$ cat config.mk
export PLATFORM = sky130hd
export DESIGN_NAME = maxnet_input_buffer_flat
export DESIGN_NICKNAME = d
export VERILOG_FILES = /design/src/rtl/maxnet_pkg.sv /design/src/rtl/maxnet_input_buffer_if.sv /design/src/rtl/maxnet_act_bank.sv /design/src/rtl/maxnet_input_buffer.sv /design/src/flat_wrapper.sv
export SDC_FILE = /design/constraint.sdc
export NUM_CORES = 1
export LEC_CHECK = 0
export BUFFER_PORTS_ARGS = -buffer_cell sky130_fd_sc_hd__buf_2
export CORE_UTILIZATION = 62
export CTS_BUF_LIST = sky130_fd_sc_hd__clkbuf_4 sky130_fd_sc_hd__clkbuf_8
export DETAILED_ROUTE_END_ITERATION = 10
export PLACE_DENSITY = 0.85
export SLEW_MARGIN = 40
export SYNTH_ARGS = -nofsm -noshare
export SYNTH_HDL_FRONTEND = slang
export SYNTH_HIERARCHICAL = 1
export SYNTH_SLANG_ARGS = --single-unit
$ cat constraint.sdc
create_clock -name clk -period 3.91 [get_ports clk]
set_input_delay 0.391 -clock clk [delete_from_list [all_inputs] [get_ports clk]]
set_output_delay 0.391 -clock clk [all_outputs]
set_load 0.005 [all_outputs]
$ cat src/rtl/maxnet_pkg.sv
// Shared types and defaults for the Maxnet input-side blocks.
package maxnet_pkg;

   localparam int unsigned DEF_WIDTH = 8;
   localparam int unsigned DEF_DEPTH = 4;

   typedef logic [DEF_WIDTH-1:0] act_t;

   typedef enum logic [1:0] {FILL, START, WAIT} buf_state_t;

endpackage

$ cat src/rtl/maxnet_input_buffer_if.sv
// Host-to-buffer activation stream (valid/ready).
interface maxnet_input_buffer_if #(
   parameter int unsigned WIDTH = maxnet_pkg::DEF_WIDTH
);
   logic             in_valid;
   logic [WIDTH-1:0] in_data;
   logic             in_ready;

   modport master (output in_valid, output in_data, input in_ready);
   modport slave  (input in_valid, input in_data, output in_ready);
endinterface

$ cat src/rtl/maxnet_act_bank.sv
// DEPTH x WIDTH activation register file: one synchronous write port, one combinational read port.
module maxnet_act_bank #(
   parameter int unsigned WIDTH  = 8,
   parameter int unsigned DEPTH  = 4,
   parameter int unsigned ADDR_W = 2
) (
   input  logic              clk,
   input  logic              rst,
   input  logic              we,
   input  logic [ADDR_W-1:0] waddr,
   input  logic [WIDTH-1:0]  wdata,
   input  logic [ADDR_W-1:0] raddr,
   output logic [WIDTH-1:0]  rdata
);

   logic [WIDTH-1:0] mem [DEPTH];

   always_ff @(posedge clk or posedge rst) begin
      if (rst)     mem <= '{default: '0};
      else if (we) mem[waddr] <= wdata;
   end

   assign rdata = mem[raddr];

endmodule

$ cat src/rtl/maxnet_input_buffer.sv
// Write-side feeder for the Maxnet CU: collects a frame of activations, pulses start, holds it until done.
// Optional double buffering with MAXNET_BUF_PINGPONG_EN.
module maxnet_input_buffer
   import maxnet_pkg::*;
#(
   parameter int unsigned WIDTH  = DEF_WIDTH,
   parameter int unsigned DEPTH  = DEF_DEPTH,
   parameter int unsigned ADDR_W = $clog2(DEPTH)
) (
   input  logic                  clk,
   input  logic                  rst,
   maxnet_input_buffer_if.slave  host,
   input  logic                  clr,
   input  logic [ADDR_W-1:0]     rd_addr,
   output logic [WIDTH-1:0]      rd_data,
   output logic                  start,
   input  logic                  done,
   output logic                  busy,
   output logic [7:0]            frame_cnt
);

   buf_state_t        state;
   logic [ADDR_W-1:0] wr_cnt;
   logic              ready_q;
   logic              xfer, wr_en, last;

   assign host.in_ready = ready_q;
   assign xfer  = host.in_valid && ready_q;
   assign wr_en = xfer && !clr;
   assign last  = wr_en && (wr_cnt == ADDR_W'(DEPTH - 1));

`ifdef MAXNET_BUF_PINGPONG_EN
   logic             wr_bank, pend;
   logic [WIDTH-1:0] rdata0, rdata1;

   // state tracks CU ownership only; the fill side runs independently until a full frame has to wait
   always_ff @(posedge clk or posedge rst) begin
      if (rst) begin
         state     <= FILL;
         wr_cnt    <= '0;
         ready_q   <= 1'b0;
         start     <= 1'b0;
         busy      <= 1'b0;
         frame_cnt <= '0;
         wr_bank   <= 1'b0;
         pend      <= 1'b0;
      end else begin
         start <= 1'b0;
         if (!pend) ready_q <= 1'b1;
         case (state)
            FILL:  ;
            START: state <= WAIT;
            WAIT: if (done) begin
               frame_cnt <= frame_cnt + 8'd1;
               if (pend) begin
                  wr_bank <= !wr_bank;
                  pend    <= 1'b0;
                  ready_q <= 1'b1;
                  start   <= 1'b1;
                  state   <= START;
               end else begin
                  busy  <= 1'b0;
                  state <= FILL;
               end
            end
            default: state <= FILL;
         endcase
         // last implies ready_q=1, hence pend=0, so these writes never collide with the swap above
         if (clr) wr_cnt <= '0;
         else if (last) begin
            wr_cnt <= '0;
            if (state == FILL || (state == WAIT && done)) begin
               wr_bank <= !wr_bank;
               start   <= 1'b1;
               busy    <= 1'b1;
               state   <= START;
            end else begin
               pend    <= 1'b1;
               ready_q <= 1'b0;
            end
         end else if (xfer) wr_cnt <= wr_cnt + 1'b1;
      end
   end

   maxnet_act_bank #(.WIDTH(WIDTH), .DEPTH(DEPTH), .ADDR_W(ADDR_W)) u_bank0 (
      .clk(clk), .rst(rst), .we(wr_en && !wr_bank), .waddr(wr_cnt), .wdata(host.in_data),
      .raddr(rd_addr), .rdata(rdata0)
   );
   maxnet_act_bank #(.WIDTH(WIDTH), .DEPTH(DEPTH), .ADDR_W(ADDR_W)) u_bank1 (
      .clk(clk), .rst(rst), .we(wr_en && wr_bank), .waddr(wr_cnt), .wdata(host.in_data),
      .raddr(rd_addr), .rdata(rdata1)
   );

   assign rd_data = wr_bank ? rdata0 : rdata1;
`else
   always_ff @(posedge clk or posedge rst) begin
      if (rst) begin
         state     <= FILL;
         wr_cnt    <= '0;
         ready_q   <= 1'b0;
         start     <= 1'b0;
         busy      <= 1'b0;
         frame_cnt <= '0;
      end else begin
         start <= 1'b0;
         case (state)
            FILL: begin
               ready_q <= 1'b1;
               if (clr) wr_cnt <= '0;
               else if (last) begin
                  wr_cnt  <= '0;
                  ready_q <= 1'b0;
                  start   <= 1'b1;
                  busy    <= 1'b1;
                  state   <= START;
               end else if (xfer) wr_cnt <= wr_cnt + 1'b1;
            end
            START: state <= WAIT;
            WAIT: if (done) begin
               busy      <= 1'b0;
               ready_q   <= 1'b1;
               frame_cnt <= frame_cnt + 8'd1;
               state     <= FILL;
            end
            default: state <= FILL;
         endcase
      end
   end

   maxnet_act_bank #(.WIDTH(WIDTH), .DEPTH(DEPTH), .ADDR_W(ADDR_W)) u_bank (
      .clk(clk), .rst(rst), .we(wr_en), .waddr(wr_cnt), .wdata(host.in_data),
      .raddr(rd_addr), .rdata(rd_data)
   );
`endif

endmodule
$ cat src/flat_wrapper.sv
// flat-port wrapper written by rule: the top's interface ports become plain ports
module maxnet_input_buffer_flat import maxnet_pkg::*;
#(
   parameter int unsigned WIDTH  = DEF_WIDTH,
   parameter int unsigned DEPTH  = DEF_DEPTH,
   parameter int unsigned ADDR_W = $clog2(DEPTH)
)
  (clk, rst, clr, rd_addr, rd_data, start, done, busy, frame_cnt, host_in_valid, host_in_data, host_in_ready);
  maxnet_input_buffer_if #(.WIDTH(WIDTH)) host_i ();
  input  logic clk;
  input  logic rst;
  input  logic clr;
  input  logic [ADDR_W-1:0] rd_addr;
  output logic [WIDTH-1:0] rd_data;
  output logic start;
  input  logic done;
  output logic busy;
  output logic [7:0] frame_cnt;
  input wire logic [$bits(host_i.in_valid)-1:0] host_in_valid;
  input wire logic [$bits(host_i.in_data)-1:0] host_in_data;
  output wire logic [$bits(host_i.in_ready)-1:0] host_in_ready;
  assign host_i.in_valid = host_in_valid;
  assign host_i.in_data = host_in_data;
  assign host_in_ready = host_i.in_ready;
  maxnet_input_buffer #(.WIDTH(WIDTH), .DEPTH(DEPTH), .ADDR_W(ADDR_W)) u_core (.clk(clk), .rst(rst), .host(host_i), .clr(clr), .rd_addr(rd_addr), .rd_data(rd_data), .start(start), .done(done), .busy(busy), .frame_cnt(frame_cnt));
endmodule
## Yosys cells after proc, flatten, opt, wreduce, memory -nomap -nowiden

Index checks and enable logic that the tools add are counted.

| operators by class | value |
|---|---|
| order comparisons | 3 |
| mux-type cells | 24 |
| reduce and logical (&&, ||, !) cells | 13 |
| eq/ne operators | 6 |
| $add $sub $neg | 2 |
| bitwise logic cells | 2 |

Operator list:

| cell | number |
|---|---|
| 32-bit bitwise mux | 1 |
| 8-bit 2-to-1 mux | 3 |
| 8-bit binary-select mux with 2-bit select | 1 |
| 8-bit demux with 2-bit select | 1 |
| 2-bit 2-to-1 mux | 6 |
| 1-bit 2-to-1 mux | 9 |
| 8-bit by 1-bit adder with 8-bit output, second input constant | 1 |
| 3-bit >= comparator, second input constant | 2 |
| 2-bit inverter with 3-bit output | 2 |
| 2-bit one-hot mux with 3 select lines | 1 |
| 2-bit AND reduction | 3 |
| 2-bit equality test, second input constant | 2 |
| 1-bit logical AND | 4 |
| 2-bit != test, second input constant | 2 |
| 1-bit one-hot mux with 2 select lines | 2 |
| 4-bit AND reduction | 1 |
| 3-bit by 1-bit less-than comparator with 1-bit output, second input constant | 1 |
| 3-bit AND reduction | 1 |
| 3-bit nonzero test | 1 |
| 2-bit by 1-bit adder with 2-bit output, second input constant | 1 |
| 2-bit by 1-bit equality test with 1-bit output, second input constant | 1 |
| 2-bit zero test | 1 |
| 2-bit by 1-bit != test with 1-bit output, second input constant | 1 |
| 2-bit nonzero test | 1 |
| 1-bit zero test | 1 |

| word-level totals | value |
|---|---|
| register bits after elaboration | 47 |
| bits of input ports | 15 |

## Logic depth before layout (Yosys ltp)

Gate-level depths: netlist of the first run.

| logic depth | value |
|---|---|
| depth after elaboration | 6 |
| gate-level depth with buffers | 4 |
| gate-level depth less buffers | 4 |

## By module

The synthesis of the first run kept the hierarchy.

Modules (own cells, without submodules):

| module | area each (um2) | cells an instance | times used |
|---|---|---|---|
| maxnet_act_bank | 1405.1 | 79 | 1 |
| maxnet_input_buffer | 680.7 | 53 | 1 |

## Worst setup path before layout of the first run

Ideal clock, no wire load.

| timing path | value |
|---|---|
| kind | register to register |
| start point | register u_core.ready_q, in the netlist u_core/host.in_ready |
| end point | register u_core/u_bank/mem[24] (netlist name) |
| path buffers | 0 |
| data arrival time | 1.500 ns |
| setup slack | 2.286 ns |
| required time | 3.785 ns |
| cell stages (with the launch flop) | 5 |
| period minus slack after synthesis | 1.624 ns |
| path through | dfrtp_1 > nand2_1 > nor2_1 > nor3b_4 > mux2_2 |

| between the ends | value |
|---|---|
| longest elaborated chain between the ends | 2 |

RTL lines:

| element | line | source |
|---|---|---|
| start, declared | maxnet_input_buffer.sv:24 | `logic ready_q;` |
| start signal, assigned | maxnet_input_buffer.sv:100 | `ready_q <= 1'b0;` |
| start signal, assigned | maxnet_input_buffer.sv:108 | `ready_q <= 1'b1;` |
| start signal, assigned | maxnet_input_buffer.sv:112 | `ready_q <= 1'b0;` |
| 1-bit logical AND | maxnet_input_buffer.sv:28 | `assign xfer = host.in_valid && ready_q;` |
| 1-bit logical AND | maxnet_input_buffer.sv:29 | `assign wr_en = xfer && !clr;` |
| net u_core.wr_en | maxnet_input_buffer.sv:25 | `logic xfer, wr_en, last;` |
| end signal, assigned by index | maxnet_act_bank.sv:20 | `else if (we) mem[waddr] <= wdata;` |
| end, declared | maxnet_act_bank.sv:16 | `logic [WIDTH-1:0] mem [DEPTH];` |

The timed path passes the listed nets, and every way through them passes these cells.
A chain may end at the register's enable or synchronous reset.

## Worst setup path after layout of the first run

| timing path | value |
|---|---|
| start point | register u_core.ready_q, in the netlist u_core/host.in_ready |
| end point | register u_core/u_bank/mem[29] (netlist name) |

Same word-level chain as after synthesis.

==> metrics, run 1 <==
outcome=complete, no violations; CORE AREA=3130 um^2; Setup WS post-layout=2090 ps; TNS Setup=0 ps; Synth Instances=132; Worst-Skew Late Latency=340 ps; gpl congestion=0.749; first-pass GRT wire length=5.93 mm; commonest cells after routing, fill and taps aside=dfrtp_1 (47), mux2_2 (34), buf_2 (33); I/O pins=34; Core Rows=20; CTS Buf Count=5; Worst Path Max Fanout=8; Placed Area=2300 um^2; setup bufs post-CTS=0; clock-pin slew on the worst setup and hold paths=120 ps; total power=1.14 mW; Power Density=483 nW/um^2; total track usage=23.2%; # fillers=198; most common cell after layout, fill and taps aside=dfrtp_1; die area=3600 um^2; pre-CTS WS=2020 ps; worst slew pin tran=646 ps; Wirelength per Cell=16.5 um; Max-cap violations=0; mean post-synth cell area=15.8 um^2; Design Area, Final=2370 um^2; skew final=6.77 ps; syn_nets=149; Setup CP Type=reg2reg; H-tree levels=2; family with the most delay on the worst path=simple AND/OR/NAND/NOR gates; deepest clock path buffer count=2; Peak VDD IR=0.246 mV; DR pass1 iterations=4; Sequential cell area=1180 um^2; Die Span Y=60 um; PortBufs=33; largest net degree at the start of global routing=33; Setup Viol. Count Final=0; TritonCTS clock tree=yes; Final Hold Viols=0; CTS Hold Bufs=0; RSZ-0062 raised after global routing=no; drt drc=0; final period utilization=46.6%; global route overflow=0; Hold Path Class=in2async; hpwl dp=2.64 mm; CTS root buf=clkbuf_4; Final ANT Viol Nets=0; CP required=4150 ps; initial antenna violation count=0; crit start category=flip-flop; DRT iter0 DRCs=51; Ant. Diodes=0; share of cells above drive strength 1=54.4%; cell leakage power=1.17 nW; Netlist cell types=26; clock sink total=47; #FFs+latches synth=47; via count=1231; vias in the first global route=1256; crit-path max cell delay=480 ps; WP buf/inv=0; post_cts resized=0; final slew viol count=0; die width=60 um; Slew HR=56.9%; Starting Density=66.7%; vias per cell=5.73; area of the multi-input gates=890 um^2; Post-Syn Area=2090 um^2; Routed Wire Length=3.55 mm; post-synthesis sequential area ratio=56.4%; min Tclk post-route=1820 ps; crit-path cells=nand2_1 > nor2_1 > nor3b_4 > mux2_2; Worst path slowest cell=nor3b_4; CP arrival=2060 ps; Util after Layout=75.8%; P&R area growth vs syn=13.6%; Ys Warns=6; Worst setup EP type=flip-flop; Final #Nets=187; fmax=0.549 GHz
==> cells in the mapped netlist <==
cell        n  area, um^2
mux2_2     34         383
nor4_4      1        21.3
a21oi_1     2        10.0
dfrtp_1    47        1180
a22o_1      3        26.3
nor2_1      4        15.0
nand3_1     3        15.0
inv_1       3        11.3
mux4_2      8         180
nor3_2      2        20.0
nand3_2     1        10.0
nand3b_2    2        22.5
xnor2_1     3        26.3
xor2_1      4        35.0
nand4_1     1        6.26
and2_1      2        12.5
nand2_1     2        7.51
buf_1       1        3.75
a2bb2oi_1   1        8.76
and4b_4     1        13.8
and3_1      1        6.26
nand3b_4    1        20.0
ha_1        2        25.0
nor3b_4     1        18.8
or3_1       1        6.26
buf_2       1        5.00
==> sequential cells by signal, indices dropped and copies added, names as in the netlist <==
register              cells
u_core/busy               1
u_core/frame_cnt          8
u_core/host.in_ready      1
u_core/start              1
u_core/state              2
u_core/u_bank/mem        32
u_core/wr_cnt             2
==> metal layers <==
layer	vias up	wire length (um)	global-route usage, %	share of wire [%]
met1	636	1470	28.5	41
li1	561	-	-	-
met2	34	1930	41.0	54
met5	-	0	0	0
met4	0	0	5.98	0
met3	0	146	5.84	4.1
==> stage by stage <==
stage / hold WS (ps) / instances
after floorplan: 292 / 132
after global placement: 451 / 207
final: 94.9 / 215
after detailed placement: 456 / 207
after global routing: 135 / 215
after CTS: 93.5 / 215
==> worst paths after layout <==
path	slack [ps]	endpoint	cells past startpoint	from
max	2090	u_core/u_bank/mem[29]	4	u_core/host.in_ready
min	90	u_core/frame_cnt[2]	2	rst
max reg2reg	2090	u_core/u_bank/mem[29]	4	u_core/host.in_ready
min reg2reg	480	u_core/frame_cnt[7]	1	u_core/frame_cnt[7]
max in group asynchronous	3360	u_core/u_bank/mem[7]	2	rst
min in group clk	310	u_core/u_bank/mem[8]	2	host_in_data[0]
==> layout make-up <==
| class | instances | share of cell area [%] |
|---|---|---|
| Sequential cell | 47 | 49.6 |
| Multi-Input combinational cell | 80 | 37.5 |
| Timing Repair Buffer | 33 | 6.97 |
| Clock buffer | 8 | 3.06 |
| Tap cell | 44 | 2.32 |
| Inverter | 3 | 0.475 |
==> where the power goes <==
part / leakage, nW / total, mW / internal [mW] / switching (mW)
registers: 0.602 / 0.655 / 0.593 / 0.0629
logic: 0.530 / 0.237 / 0.155 / 0.0814
clock network: 0.0420 / 0.252 / 0.113 / 0.139
==> kinds of logic (layout without fill, tap and decap cells) <==
kind of cell               count (synthesis)  after routing  synth area share, %
adders and majority gates                  2              2                 1.20
buffers and inverters                      5             44                0.959
muxes                                     42             42                 27.0
xor gates and xnor gates                   7              7                 2.94
and+or+nand+nor                           23             23                 9.36
AOI/OAI and AO/OA                          6              6                 2.16
DFF                                       47             47                 56.4
(Power assumes the default switching activity.)
==> inputs of run 2 (changes only) <==
ABC_AREA = 1   (was unset)
CORE_UTILIZATION = 60   (was 62)
PLACE_DENSITY = 0.82   (was 0.85)
clock period = 1.9 ns   (was 3.91 ns; I/O delays follow)
==> metrics, run 2 <==
RSZ-0062 raised after global routing=no; total track usage=27.5% (+4.2 points); largest net degree at the start of global routing=33 (unchanged); Reg2Reg Launch Point=u_core/host.in_ready; Worst setup EP type=flip-flop; Worst-Skew Late Latency=290 ps (-50 ps); die width=67.3 um (+12%); vias in the first global route=2088 (+66%); Yosys top cell area share=46.0% (-10 points); syn_nets=341 (+130%); worst slew pin tran=579 ps (-66.8 ps); deepest clock path buffer count=2 (unchanged); biggest regs=u_core/u_bank/mem (32), u_core/frame_cnt (8); outcome=complete, no violations; HP Start=host_in_data[5]; via count=2145 (+74%); Ant. Diodes=0 (unchanged); Final ANT Viol Nets=0 (unchanged); hpwl dp=3.79 mm (+44%); Slew HR=61.4% (+4.5 points); commonest cells after routing, fill and taps aside=nand2_1 (125), inv_1 (55), dfrtp_1 (47); cell with the most instances after synthesis=nand2_1; first-pass GRT wire length=9.10 mm (+54%); CORE AREA=4060 um^2 (+30%); clock sink total=47 (unchanged); final period utilization=86.2% (+40 points); Core Rows=23 (+15%); final slew viol count=0 (unchanged); Hold Path Class=in2reg; Die Span Y=67.3 um (+12%); share of cells above drive strength 1=20.0% (-34 points); Design Area, Final=2840 um^2 (+20%); initial antenna violation count=0 (unchanged); Hold Slack=174 ps (+78.9 ps); DRT iter0 DRCs=189 (+270%); drt drc=0 (unchanged); mean post-synth cell area=7.89 um^2 (-50%); PortBufs=33 (unchanged); ys async rst share=100% (unchanged); cell leakage power=1.66 nW (+42%); TNS Setup=0 ps (unchanged); Critical Path Source=u_core/host.in_ready; Synth Instances=324 (+150%); #FFs+latches synth=47 (unchanged); EDFF count, synth=0 (unchanged); gpl congestion=0.786 (+4.9%); P&R area growth vs syn=10.9%; Util after Layout=69.9% (-5.9 points); Placed Instances=402 (+94%); CP arrival=1810 ps (-250 ps); CTS root buf=clkbuf_8; area leader, netlist=dfrtp_1; Final #Nets=377 (+100%); Final Hold Viols=0 (unchanged); TritonCTS clock tree=yes; I/O pins=34 (unchanged); pre-CTS WS=286 ps (-1730 ps); fmax=0.611 GHz (+11%); Final Non-Filler Cells=410 (+91%); DR pass1 iterations=4 (unchanged); Peak VDD IR=0.869 mV (+250%); most common cell after layout, fill and taps aside=nand2_1; Placed Area=2740 um^2 (+19%); vias per cell=5.23 (-8.6%); Setup Viol. Count Final=0 (unchanged); Power Density=1250 nW/um^2 (+160%); Routed Wire Length=5.34 mm (+51%); clock-pin slew on the worst setup and hold paths=80 ps (-40 ps); post_cts resized=0 (unchanged); ys flop type=dfrtp_1; Wirelength per Cell=13.0 um (-21%); Max-cap violations=0 (unchanged); total power=3.54 mW (+210%); max FFs per register=32 (unchanged); post-synthesis sequential area ratio=46.0% (-10 points); crit start category=flip-flop; H-tree levels=2 (unchanged); die area=4530 um^2 (+26%); CTS Buf Count=5 (unchanged); Largest Register=u_core/u_bank/mem; Worst Path Max Fanout=16 (+8); Post-Syn Area=2560 um^2 (+23%); Setup CP Type=reg2reg; skew final=3.70 ps (-3.07 ps); global route overflow=0 (unchanged); Synth top cells by count=nand2_1 (125), inv_1 (55), dfrtp_1 (47); leading post-synthesis cells by cell area=dfrtp_1 (46%), nand2_1 (18%), inv_1 (8.1%); Ys Warns=6 (unchanged); CP required=2080 ps (-2070 ps); Setup WS post-layout=262 ps (-1830 ps); Starting Density=63.0% (-3.7 points); min Tclk post-route=1640 ps (-184 ps); Netlist cell types=24 (-7.7%)
## run 2: timing repair
| item | 4_1_cts | 5_1_grt |
|---|---|---|
| endpoints found under the hold margin | 15 | 0 |
| hold buffers | 1 | 0 |
| setup buffers | 0 | 0 |
## run 2: path summary, 6_finish.rpt
kind	endpoint	slack, ps	cells after the start
max	u_core/u_bank/mem[6]	260	5
min	u_core/u_bank/mem[5]	170	3
max reg2reg	u_core/u_bank/mem[6]	260	5
min reg2reg	u_core/u_bank/mem[21]	470	2
max in group asynchronous	u_core/wr_cnt[1]	1010	3
min in group asynchronous	u_core/frame_cnt[2]	510	3
## run 2: worst max-delay path: stages (launching register included)
cell and delay (ps):
dfrtp_1 370, nand2_1 110, nor2_2 450, nand3_4 350, nand2_1 180, o21ai_2 70
## run 2: final cells by class
| type | instances | area, um^2 |
|---|---|---|
| clock buffer | 6 | 82.6 |
| clock inverter | 1 | 5.00 |
| fill | 337 | 1220 |
| inverter | 59 | 221 |
| multi-input combinational | 208 | 1070 |
| sequential | 47 | 1180 |
| tap | 50 | 62.6 |
| timing repair buffer | 39 | 213 |
## run 2: cells by family (layout without fill, tap and decap cells)
logic type	after synthesis	after routing	share of synthesized area (%)
buffers and inverters	69	105	12.0
xor gates and xnor gates	5	5	2.30
DFF	47	47	46.0
adders and majority gates	2	2	0.978
AOI/OAI and AO/OA	13	13	3.87
and+or+nand+nor	188	188	34.9
## run 2: report_power, final
group	internal [mW]	leakage (nW)	switching, mW
combinational	0.500	1.01	0.757
sequential	1.40	0.601	0.303
clock	0.286	0.0470	0.300
## run 2: per-layer routing
| metal | GRT usage [%] | up-vias | share of wire (%) |
|---|---|---|---|
| met5 | 0 | - | 0 |
| met4 | 12.2 | 0 | 1.8 |
| met2 | 46.8 | 80 | 50 |
| met3 | 4.39 | 13 | 5.8 |
| li1 | - | 1060 | - |
| met1 | 34.3 | 992 | 43 |
